### src/rtl/chdr_16sc_to_32f_pkg.sv
// Shared definitions for the CHDR sc16 <-> fc32 converters: state encodings,
// CHDR header bit positions and header-line byte counts.
package chdr_16sc_to_32f_pkg;

  typedef enum logic [1:0] {
    ST_HEADER = 2'd0,
    ST_TIME   = 2'd1,
    ST_FIRST  = 2'd2,
    ST_SECOND = 2'd3
  } chdr_state_t;

  localparam int unsigned HAS_TIME_BIT = 61;
  localparam int unsigned LEN_MSB      = 47;
  localparam int unsigned LEN_LSB      = 32;

  localparam logic [15:0] HDR_BYTES      = 16'd8;
  localparam logic [15:0] HDR_TIME_BYTES = 16'd16;

endpackage

### src/rtl/chdr_16sc_to_32f_iq_to_float.sv
// Exact conversion of a signed fixed-point component (value = x * 2^-(BITS_IN-1))
// to an IEEE-754 single-precision word. Purely combinational.
module iq_to_float #(
  parameter int unsigned BITS_IN  = 16,
  parameter int unsigned BITS_OUT = 32
) (
  input  logic [BITS_IN-1:0]  iq_in,
  output logic [BITS_OUT-1:0] f_out
);

  localparam int unsigned MANT_W   = 23;
  localparam int unsigned EXP_BIAS = 127;
  localparam int unsigned LW       = $clog2(BITS_IN);

  logic               sign;
  logic [BITS_IN-1:0] mag;
  logic [BITS_IN-1:0] norm;
  logic [LW-1:0]      lead;
  logic [LW-1:0]      shift;
  logic [7:0]         expo;
  logic [MANT_W-1:0]  mant;
  logic               unused_hidden;

  assign sign = iq_in[BITS_IN-1];
  // Most-negative input negates to 2^(BITS_IN-1), which still fits unsigned.
  assign mag  = sign ? (~iq_in + 1'b1) : iq_in;

  always_comb begin
    lead = '0;
    for (int unsigned i = 0; i < BITS_IN; i++) begin
      if (mag[i]) lead = LW'(i);
    end
  end

  assign shift         = LW'(BITS_IN - 1) - lead;
  assign norm          = mag << shift;
  assign unused_hidden = norm[BITS_IN-1];
  assign expo          = 8'(EXP_BIAS - (BITS_IN - 1)) + 8'(lead);
  assign mant          = {norm[BITS_IN-2:0], {(MANT_W - BITS_IN + 1){1'b0}}};
  assign f_out         = (mag == '0) ? '0 : BITS_OUT'({sign, expo, mant});

endmodule

### src/rtl/chdr_16sc_to_32f.sv
// Streaming CHDR converter: each sc16 payload line (two samples) becomes two fc32
// lines; header length is rewritten and the SID destination optionally replaced.
module chdr_16sc_to_32f
  import chdr_16sc_to_32f_pkg::*;
#(
  parameter logic [7:0] BASE = 8'd0
) (
  input  logic        clk,
  input  logic        reset_n,
  input  logic        set_stb,
  input  logic [7:0]  set_addr,
  input  logic [31:0] set_data,
  input  logic [63:0] i_tdata,
  input  logic        i_tlast,
  input  logic        i_tvalid,
  output logic        i_tready,
  output logic [63:0] o_tdata,
  output logic        o_tlast,
  output logic        o_tvalid,
  input  logic        o_tready,
  output logic [31:0] debug
);

  chdr_state_t state;
  logic        half;
  logic [15:0] pkt_count;
  logic        sid_en;
  logic [15:0] new_dst;

  logic [15:0] hdr_len;
  logic [15:0] payload_len;
  logic [15:0] len_out;
  logic        has_time;
  logic        single;
  logic        xfer;
  logic [31:0] sample;
  logic [31:0] f_imag;
  logic [31:0] f_real;
  logic        unused_bits;

  assign has_time    = i_tdata[HAS_TIME_BIT];
  assign hdr_len     = has_time ? HDR_TIME_BYTES : HDR_BYTES;
  assign payload_len = i_tdata[LEN_MSB:LEN_LSB] - hdr_len;
  // Whole samples only: 4 input bytes per sample become 8 output bytes.
  assign len_out     = hdr_len + {payload_len[14:2], 3'b000};
  assign single      = i_tlast && half;
  assign xfer        = o_tvalid && o_tready;
  assign unused_bits = ^{set_data[31:17], payload_len[15], payload_len[1:0]};

  assign sample = (state == ST_SECOND) ? i_tdata[31:0] : i_tdata[63:32];

  iq_to_float #(.BITS_IN(16), .BITS_OUT(32)) u_imag (
    .iq_in (sample[31:16]),
    .f_out (f_imag)
  );

  iq_to_float #(.BITS_IN(16), .BITS_OUT(32)) u_real (
    .iq_in (sample[15:0]),
    .f_out (f_real)
  );

  always_comb begin
    o_tdata  = i_tdata;
    o_tlast  = i_tlast;
    o_tvalid = i_tvalid;
    i_tready = o_tready;
    case (state)
      ST_HEADER: o_tdata = {i_tdata[63:48], len_out,
                            sid_en ? {i_tdata[15:0], new_dst} : i_tdata[31:0]};
      ST_TIME:   o_tdata = i_tdata;
      ST_FIRST: begin
        o_tdata = {f_imag, f_real};
        // Hold the input line so its second sample is still present next beat.
        if (!single) begin
          i_tready = 1'b0;
          o_tlast  = 1'b0;
        end
      end
      ST_SECOND: o_tdata = {f_imag, f_real};
      default:   o_tdata = i_tdata;
    endcase
    if (!reset_n) begin
      o_tvalid = 1'b0;
      i_tready = 1'b0;
    end
  end

  always_ff @(posedge clk or negedge reset_n) begin
    if (!reset_n) begin
      sid_en  <= 1'b0;
      new_dst <= '0;
    end else if (set_stb && (set_addr == BASE)) begin
      sid_en  <= set_data[16];
      new_dst <= set_data[15:0];
    end
  end

  always_ff @(posedge clk or negedge reset_n) begin
    if (!reset_n) begin
      state     <= ST_HEADER;
      half      <= 1'b0;
      pkt_count <= '0;
    end else if (xfer) begin
      if (o_tlast) pkt_count <= pkt_count + 16'd1;
      case (state)
        ST_HEADER: begin
          half <= payload_len[2];
          if (i_tlast)       state <= ST_HEADER;
          else if (has_time) state <= ST_TIME;
          else               state <= ST_FIRST;
        end
        ST_TIME:   state <= i_tlast ? ST_HEADER : ST_FIRST;
        ST_FIRST:  state <= single  ? ST_HEADER : ST_SECOND;
        ST_SECOND: state <= i_tlast ? ST_HEADER : ST_FIRST;
        default:   state <= ST_HEADER;
      endcase
    end
  end

  assign debug = {state, half, 13'b0, pkt_count};

endmodule

### config.mk
export PLATFORM = sky130hd
export DESIGN_NAME = chdr_16sc_to_32f
export DESIGN_NICKNAME = d
export VERILOG_FILES = /design/src/rtl/chdr_16sc_to_32f_pkg.sv /design/src/rtl/chdr_16sc_to_32f_iq_to_float.sv /design/src/rtl/chdr_16sc_to_32f.sv
export SDC_FILE = /design/constraint.sdc
export NUM_CORES = 1
export LEC_CHECK = 0
export ABC_AREA = 1
export BUFFER_PORTS_ARGS = -buffer_cell sky130_fd_sc_hd__buf_2
export CAP_MARGIN = 25
export CORE_UTILIZATION = 45
export DETAILED_ROUTE_END_ITERATION = 10
export HOLD_SLACK_MARGIN = 0.08
export PLACE_DENSITY = 0.74
export RECOVER_POWER = 100
export SLEW_MARGIN = 40
export SYNTH_ARGS = -nofsm -noshare
export SYNTH_HDL_FRONTEND = slang
export SYNTH_HIERARCHICAL = 1
export SYNTH_SLANG_ARGS = --single-unit
### constraint.sdc
create_clock -name clk -period 3.85 [get_ports clk]
set_input_delay 0.385 -clock clk [delete_from_list [all_inputs] [get_ports clk]]
set_output_delay 0.385 -clock clk [all_outputs]
set_load 0.1 [all_outputs]
==> impl_results.md <==
* Yosys reg bits at 36
* Detailed Routing Iterations Pass 1 at 6
* Htree depth at 2
* Die Span Y at between 100 and 150 µm
* M1 WL at approximately 11,000 µm
* Fin. max-slew vios at 38
* Syn_area_per_cell at ~5.8 µm²
* Gate Count Post-Synth at between 1,000 and 1,500
* Initial antenna violation count at 2
* Synth warnings at 6
* Status: finished with violations
* Slew HR at -35.2%
* Area leader, netlist: nand2_1
* Grt ovf at 0
* Post-synth EDFFs at 0
* # setup viols final at 27
* Critical path type: reg2out
* Top layer in use: met5
* Post-detail-place hpwl at ~20,000 µm
* Crit-path cells: nand2_8 > buf_12 > o21ai_4 > buf_6 > nor2_4 > nand4_4 > nor3_4 > nand2_2 > nand2_4 > nand2_4 > xor2_4 > nor2_4 > a21oi_4 > buf_6 > buf_12 > nand3_1 > nand3_1 > nand2_1 > nand2_1 > nand2_2 > inv_2 > nand2_2 > o221ai_4 > buf_12
* Met3 wire len at slightly above 2000 µm
* Metal2 WL at between 10,000 and 15,000 µm
* CTS root buf: clkbuf_16
* Synth Flop Type: dfrtp_1
* Worst-skew pair later-pin latency at 0.28 ns
* Total track usage at 31.2%
* CTS Buffer Depth at 2
* Routability Congestion at 0.923
* Max_cap viols at 1
* DR vias/cell at between 5 and 6
* Sequential area share after synthesis at 13.1%
* Core Util, Final at between 70% and 80%
* 1st-iter DRT viols at 693
* Routed Antenna Nets at 0
* Min Clock Period, post-route at 4.02 ns
* Worst min-delay path category: in2reg
* Commonest non-fill, non-tap cell in the layout: nand2_1
* R2r endpoint: state[1]$_DFFE_PN0P_
* Hold Path Stages at 2
* Max incr delay on CP at 0.51 ns
* Synth Cell Area at between 0.006 and 0.007 mm²
* FFs w/ async S/R, synth at 100%
* Setup WS pre-CTS at -0.0192 ns
* Final worst-path setup slack at -0.170 ns
* Critical path capture point type: output pin
* Worst path top cell family by delay: simple AND/OR/NAND/NOR gates
* Clk_skew at ~0.0013 ns
* Hold EP: new_dst[7]$_DFFE_PN0P_
* CORE AREA at roughly 0.015 mm²
* R2r setup slk at ~1.6 ns
* Synth top area share at 20.6%
* RR Startpoint: state[1]$_DFFE_PN0P_
* Number of CTS-inserted buffers at 5
* I/O Buffers at 180
* Share of cells above drive strength 1 at between 40% and 50%
* CTS Sinks at 36
* Crit-path max FO at 7
* Hold_sp: set_data[7]
* CTS tree: yes
* Fmax at about 250 MHz
* Die area at 0.0158 mm²
* Routed WL per cell at approximately 16 µm
* Worst slew pin tran at between 2 and 2.5 ns
* CP max stage cell: dfrtp_4
* Netlist cell types at 49
* Fin. Hold Viols at 0
* IO Pins at 209
* Failing checks: capacitance limit, slew limit, setup timing
* Synth top area cells: nand2_1, dfrtp_1, nand3_1
* Unrepaired setup endpoints after global routing: true
* Vias at just under 9,000
* Worst-case reg-to-reg path depth at 3
* Final period util at 104%
* Site Rows at 44
* Routed WL at 26,500 µm
* Largest net degree at the start of global routing at between 60 and 70
* WP data required at about 3.5 ns
* First-pass GRT wire length at between 30,000 and 40,000 µm
* Critical Path Start Type: flip-flop
* Clock Pin Slew Worst Setup and Hold Paths at 0.06 ns
* Die Width at ~130 µm
* Starting Density at a little under half
* Commonest non-fill, non-tap cells in the layout: nand2_1, buf_2, inv_1
* DRC errors left at 0
* Area grow syn2layout at 53.7%
* Setup_tns at -2.47 ns
* CP arrival at roughly 3.6 ns
* Final #Nets at ~1,500
* Vias in the first global route at approximately 8,000
* Worst path buffer plus inverter count at 6
==> synth_stat cells, drive strengths merged (12+ instances only) <==
master,number
o221ai,33
xor2,19
a21oi,15
nand4,12
clkbuf,23
buf,62
mux2,17
inv,143
nand2,406
nor2,123
o21ai,99
nand3,137
dfrtp,36
==> worst max path at each step <==
stage	from	end	cells past startpoint
after floorplan	i_tdata[61]	o_tdata[37]	7
after global placement	state[1]$_DFFE_PN0P_	o_tdata[12]	25
after detailed placement	state[1]$_DFFE_PN0P_	o_tdata[44]	28
after CTS	state[0]$_DFFE_PN0P_	o_tdata[22]	24
after global routing	state[1]$_DFFE_PN0P_	o_tdata[47]	28
final	state[1]$_DFFE_PN0P_	o_tdata[22]	24
==> cells by family (layout without fill, tap and decap cells) <==
kind of cell	Yosys count	after routing	synth area share, %
flops	36	36	13.1
compound gates	164	164	14.9
mux	17	17	2.78
other cells	3	34	0.164
fa+ha+maj	9	9	1.74
buf+inv	230	433	16.0
simple gates	696	700	47.2
xor+xnor	30	30	4.25
==> metal layers <==
metal  GRT usage (%)  up-vias
li1                -     4254
met1            39.4     4159
met2            53.7      411
met3            4.93       74
met4            11.3        2
met5               0        -
==> registers in the layout (all words and copies together), names as in the netlist <==
signal / flops
new_dst: 16
half: 1
sid_en: 1
state: 2
pkt_count: 16
==> per-stage QoR <==
step	instance area, µm²	cells	hold slack, ns
floorplan	7420	1215	0.0894
global placement	9110	1561	0.457
detailed placement	9110	1561	0.482
CTS	9860	1592	0.193
global route	10600	1607	0.315
finish	10600	1607	0.311
==> timing repair <==
item	4_1_cts	5_1_grt
hold buffers	0	0
setup buffers	16	12
endpoints found under the setup margin	36	39
cloned	7	2
pin swaps	29	67
resized for setup	108	154
==> cell type report <==
| class | instances | area, µm² |
|---|---|---|
| diodes | 1 | 2.50 |
| clock buffers | 7 | 143 |
| clock inverters | 1 | 7.51 |
| fillers | 1240 | 4170 |
| inverters | 145 | 562 |
| multi-input cells | 953 | 6300 |
| flip-flops and latches | 36 | 908 |
| well taps | 184 | 230 |
| repair buffers | 279 | 2420 |
| repair inverters | 1 | 6.26 |
Power is left out: the tool's default activity adds up to more than one toggle a clock period on the data nets, which glitch-free logic cannot reach.
